<file path="config.mk">
export PLATFORM = sky130hd
export DESIGN_NAME = serializer_tx_param
export DESIGN_NICKNAME = d
export VERILOG_FILES = /design/src/rtl/phy_pcie_pkg.sv /design/src/rtl/sat_counter.sv /design/src/rtl/serializer_tx_param.sv
export SDC_FILE = /design/constraint.sdc
export NUM_CORES = 1
export LEC_CHECK = 0
export ABC_AREA = 0
export CAP_MARGIN = 20
export CORE_MARGIN = 3
export CORE_UTILIZATION = 29
export DETAILED_ROUTE_END_ITERATION = 10
export GPL_TIMING_DRIVEN = 0
export PLACE_DENSITY = 0.59
export SYNTH_ARGS = -nofsm -noshare
export SYNTH_HDL_FRONTEND = slang
export SYNTH_SLANG_ARGS = --single-unit
</file>
<file path="constraint.sdc">
create_clock -name i_clock -period 4 [get_ports i_clock]
set_input_delay 0.6 -clock i_clock [delete_from_list [all_inputs] [get_ports i_clock]]
set_output_delay 0.6 -clock i_clock [all_outputs]
set_load 0.05 [all_outputs]
</file>
<file path="src/rtl/phy_pcie_pkg.sv">
// Shared definitions for the PHY TX path: FSM encoding and the default idle symbol.
package phy_pcie_pkg;

  typedef enum logic {
    ST_INIT,
    ST_RUN
  } tx_state_e;

  localparam logic [7:0] K28_5_SYM = 8'hBC;

endpackage

</file>
<file path="src/rtl/sat_counter.sv">
// Saturating up-counter with a synchronous clear that overrides the increment.
module sat_counter #(
  parameter int unsigned CNT_W = 16
) (
  input  logic             i_clock,
  input  logic             i_reset,
  input  logic             i_inc,
  input  logic             i_clr,
  output logic [CNT_W-1:0] o_q
);

  logic [CNT_W-1:0] r_q;

  always_ff @(posedge i_clock or posedge i_reset) begin
    if (i_reset) begin
      r_q <= '0;
    end else if (i_clr) begin
      r_q <= '0;
    end else if (i_inc && (r_q != {CNT_W{1'b1}})) begin
      r_q <= r_q + CNT_W'(1);
    end
  end

  assign o_q = r_q;

endmodule

</file>
<file path="src/rtl/serializer_tx_param.sv">
// Parallel-to-serial PHY transmitter: one bit per clock, 1-entry holding buffer,
// idle-symbol fill, post-reset idle training and saturating word statistics.
module serializer_tx_param
  import phy_pcie_pkg::*;
#(
  parameter int unsigned       DATA_W     = 8,
  parameter logic [DATA_W-1:0] IDLE_SYM   = DATA_W'(K28_5_SYM),
  parameter bit                MSB_FIRST  = 1'b1,
  parameter int unsigned       INIT_IDLES = 4,
  parameter int unsigned       CNT_W      = 16
) (
  input  logic              i_clock,
  input  logic              i_reset,
  input  logic [DATA_W-1:0] i_data_in,
  input  logic              i_valid,
  output logic              o_ready,
  input  logic              i_clear_cnt,
  output logic              o_data_out,
  output logic [DATA_W-1:0] o_data2sent,
  output logic              o_in_sync,
  output logic [CNT_W-1:0]  o_counter_idle,
  output logic [CNT_W-1:0]  o_counter_data
);

  localparam int unsigned IDX_W  = $clog2(DATA_W);
  localparam int unsigned INIT_W = $clog2(INIT_IDLES + 2);
  localparam logic [IDX_W-1:0] LAST_IDX = IDX_W'(DATA_W - 1);

  tx_state_e         r_state;
  logic [DATA_W-1:0] r_hold;
  logic [DATA_W-1:0] r_shreg;
  logic [DATA_W-1:0] r_data2sent;
  logic              r_hold_v;
  logic              r_data_out;
  logic              r_in_sync;
  logic [INIT_W-1:0] r_init_cnt;
  logic [IDX_W-1:0]  r_bit_idx;

  logic              w_load;
  logic              w_run;
  logic              w_take_hold;
  logic              w_accept;
  logic              w_last_init;
  logic              w_inc_idle;
  logic [DATA_W-1:0] w_next_word;
  logic [INIT_W-1:0] w_init_nxt;

  assign w_load      = (r_bit_idx == LAST_IDX);
  assign w_run       = (r_state == ST_RUN);
  assign w_take_hold = w_load && w_run && r_hold_v;
  // A full buffer frees up exactly on the edge that drains it into the shifter.
  assign o_ready     = w_run && (!r_hold_v || w_load);
  assign w_accept    = i_valid && o_ready;
  assign w_next_word = w_take_hold ? r_hold : IDLE_SYM;
  assign w_init_nxt  = r_init_cnt + INIT_W'(1);
  assign w_last_init = (INIT_IDLES == 0) || (w_init_nxt == INIT_W'(INIT_IDLES));
  assign w_inc_idle  = w_load && !w_take_hold;

  always_ff @(posedge i_clock or posedge i_reset) begin
    if (i_reset) begin
      r_state     <= ST_INIT;
      r_hold      <= '0;
      r_hold_v    <= 1'b0;
      r_shreg     <= '0;
      r_data2sent <= '0;
      r_data_out  <= 1'b0;
      r_in_sync   <= 1'b0;
      r_init_cnt  <= '0;
      r_bit_idx   <= LAST_IDX;
    end else begin
      if (w_load) begin
        r_bit_idx   <= '0;
        r_shreg     <= w_next_word;
        r_data2sent <= w_next_word;
        r_data_out  <= MSB_FIRST ? w_next_word[DATA_W-1] : w_next_word[0];
        if (r_state == ST_INIT) begin
          r_init_cnt <= w_init_nxt;
          if (w_last_init) begin
            r_state   <= ST_RUN;
            r_in_sync <= 1'b1;
          end
        end
      end else begin
        r_bit_idx <= r_bit_idx + IDX_W'(1);
        if (MSB_FIRST) begin
          r_data_out <= r_shreg[DATA_W-2];
          r_shreg    <= r_shreg << 1;
        end else begin
          r_data_out <= r_shreg[1];
          r_shreg    <= r_shreg >> 1;
        end
      end

      if (w_accept) begin
        r_hold   <= i_data_in;
        r_hold_v <= 1'b1;
      end else if (w_take_hold) begin
        r_hold_v <= 1'b0;
      end
    end
  end

  sat_counter #(
    .CNT_W(CNT_W)
  ) u_cnt_idle (
    .i_clock(i_clock),
    .i_reset(i_reset),
    .i_inc  (w_inc_idle),
    .i_clr  (i_clear_cnt),
    .o_q    (o_counter_idle)
  );

  sat_counter #(
    .CNT_W(CNT_W)
  ) u_cnt_data (
    .i_clock(i_clock),
    .i_reset(i_reset),
    .i_inc  (w_take_hold),
    .i_clr  (i_clear_cnt),
    .o_q    (o_counter_data)
  );

  assign o_data_out  = r_data_out;
  assign o_data2sent = r_data2sent;
  assign o_in_sync   = r_in_sync;

endmodule

</file>
==> impl_metrics.tcl <==
set metrics [dict create \
    cts_tree "built" \
    num_io_pins 55 \
    hold_violations 0 \
    tns_ps 0 \
    ys.warnings.count 0 \
    fin_skew_ps 6.74 \
    fin_nets 381 \
    status "finished, final reports clean" \
    synth.most_common_cell "dfrtp_1" \
    rsz0062_at_grt "false" \
    wl_per_cell_um 14.4 \
    syn_area_um2 3150 \
    routabilityCongestion 0.796 \
    ctsResizeCount 0 \
    async_flop_share_pct 100 \
    synth_edf_count 0 \
    clkSinkCount 65 \
    irDropWorstVdd_v 0.000241 \
    cp.arrival_ps 2480 \
    area_growth_pct 29.7 \
    worst_r2r_path_depth 7 \
    clockBufferDepth 2 \
    route.vias.total 2570 \
    wl_met2_mm 3.36 \
    hold_path_class "reg -> reg" \
    finalWorstPathRequiredPeriod_ps 3080 \
    crit_path_end_kind "output port" \
    syn_inst 297 \
    wl_mm 7.27 \
    start_util_pct 30.1 \
    fp.coreArea_um2 10500 \
    io_buffers 53 \
    drtIter0Drc 85 \
    dieArea_um2 12100 \
    numCtsBuffers 9 \
    met1_length_mm 3.42 \
    drive_above_1_share_pct 13.1 \
    track_usage_pct 13.1 \
    ys_top_cells_by_area "dfrtp_1, mux2_2, nand2_1" \
    synth_top_area_share_pct 49.3 \
    clkLatencyLatePin_ps 350 \
    dr.pass1.iters 4 \
    cp.required_ps 3400 \
    cp_max_fo 3 \
    die_x_um 110 \
    cap_violations 0 \
    std_cell_rows 37 \
    p_per_area_nw_per_um2 379 \
    vias_per_cell 5.11 \
    place_area_um2 3850 \
    n_fill_cell 1049 \
    path_class "reg -> out" \
    final_area_um2 4080 \
    drcViolationCount 0 \
    overflow 0 \
    ys_seq_elements 65 \
    p_leak_nw 1.61 \
    grt_pass1_wl_mm 12.4 \
    synth_top_area_cell "dfrtp_1" \
    wl_met3_um 430 \
    synth_nets 316 \
    fmax_mhz 325 \
    synth_seq_area_share_pct 51.8 \
    grt_pass1_vias 2531 \
    dp.final_hpwl_mm 5.07 \
    setup_viol 0 \
    diodes 0 \
    synth_ff_type "dfrtp_1" \
    grt_max_degree 66 \
    dpl.cell_count 486 \
    ys_types 48 \
    max_slew_margin_pct 45.8 \
    clkTransAtPathRegs_ps 80 \
    drv_slew 0 \
    ctsHtreeMaxLevel 3 \
    die_h_um 110 \
    cts_root_buf "clkbuf_8" \
    fin_crit_sh_pct 77.0 \
    final_core_util_pct 39.0 \
    stdcell_count 503 \
    cts_setup_buffers 0 \
    antenna_found_initial 0 \
    tightestPinTransition_ps 814 \
    hold_buffers 0 \
    whs_path_depth 1 \
    synth.top_cells.by_count "dfrtp_1, nand2_1, mux2_2" \
    cp-start-kind "register" \
    top_layer_used "met4" \
    syn_avg_cell_area_um2 10.6 \
    antenna_left 0 \
]
-- worst max-delay path, cell delays in order, from the launching register on --
cell and delay [ps]:
dfstp_2 540, ha_1 180, ha_1 190, inv_1 50
a21boi_0 310, clkdlybuf4s50_1 870
-- power by group --
group,switching (W),internal [W]
clock,0.000279,0.000357
sequential,0.0000241,0.000699
combinational,0.000115,0.0000730
-- layout by cell type (no fill, tap or decap), types with 2 or more instances in the layout --
master,n
dfrtp_1,62
clkdlybuf4s50_1,53
nand2_1,25
mux2_2,20
nor2_1,19
inv_1,14
a21oi_1,14
nor2b_1,12
o22a_1,10
nand4_1,10
nand3_1,10
or4_1,9
clkbuf_8,9
clkbuf_1,8
o21ai_0,8
o31ai_1,7
ha_1,7
a211oi_1,5
or3_1,4
nor3_1,4
buf_2,3
mux2i_1,3
and4_1,3
o311ai_0,3
nor4_1,3
dfstp_2,3
and3_1,2
and2_1,2
o41ai_1,2
o21bai_1,2
nor4b_1,2
xor2_1,2
bufinv_16,2
clkinv_4,2
inv_6,2
-- state kept, by name (all words and copies together) (netlist names) --
register / cells
o_data2sent: 8
u_cnt_idle.o_q: 16
o_in_sync: 1
r_shreg: 7
u_cnt_data.o_q: 16
r_hold: 8
r_hold_v: 1
r_bit_idx: 3
o_data_out: 1
r_state: 1
r_init_cnt: 3
-- cells by family (layout without fill, tap and decap cells) --
| family | after synthesis | in the layout | share of synthesized area (%) |
|---|---|---|---|
| flops | 65 | 65 | 51.8 |
| fa+ha+maj | 7 | 7 | 2.78 |
| buf+inv | 28 | 98 | 3.58 |
| simple gates | 109 | 109 | 18.9 |
| xor+xnor | 3 | 3 | 0.835 |
| mux | 24 | 24 | 8.47 |
| compound gates | 61 | 61 | 13.6 |
-- metrics by stage --
step / setup slack, ps / hold WS (ps) / total power [W]
floorplan: 947 / 448 / 0.000857
global placement: 488 / 456 / 0.000925
detailed placement: 1280 / 458 / 0.000928
CTS: 859 / 480 / 0.00158
global route: 759 / 502 / 0.00162
finish: 921 / 474 / 0.00155
-- worst paths after layout --
path,end,slack [ps],startpoint
max,o_ready,920,r_bit_idx[0]
min,r_shreg[5],470,r_shreg[4]
max reg2reg,u_cnt_data.o_q[13],1410,r_bit_idx[0]
min reg2reg,r_shreg[5],470,r_shreg[4]
max in group asynchronous,o_data2sent[6],2700,i_reset
min in group asynchronous,r_init_cnt[1],760,i_reset
-- area by class of cell --
class / count / area [um^2] / share of cell area [%]
multi-input combinational: 204 / 1410 / 34.4
tap: 136 / 170 / 4.17
clock inverter: 7 / 103 / 2.51
buffer: 13 / 56.3 / 1.38
clock buffer: 9 / 124 / 3.03
sequential: 65 / 1630 / 39.9
timing repair buffer: 54 / 536 / 13.1
inverter: 15 / 58.8 / 1.44
-- routing by layer --
layer  track usage [%]  vias to the layer above
met5                 0                        -
met4              4.05                        0
met3              4.54                        6
met2              20.7                       60
met1              16.8                     1280
li1                  -                     1224
No activity file was read; power rests on OpenSTA's default activity.
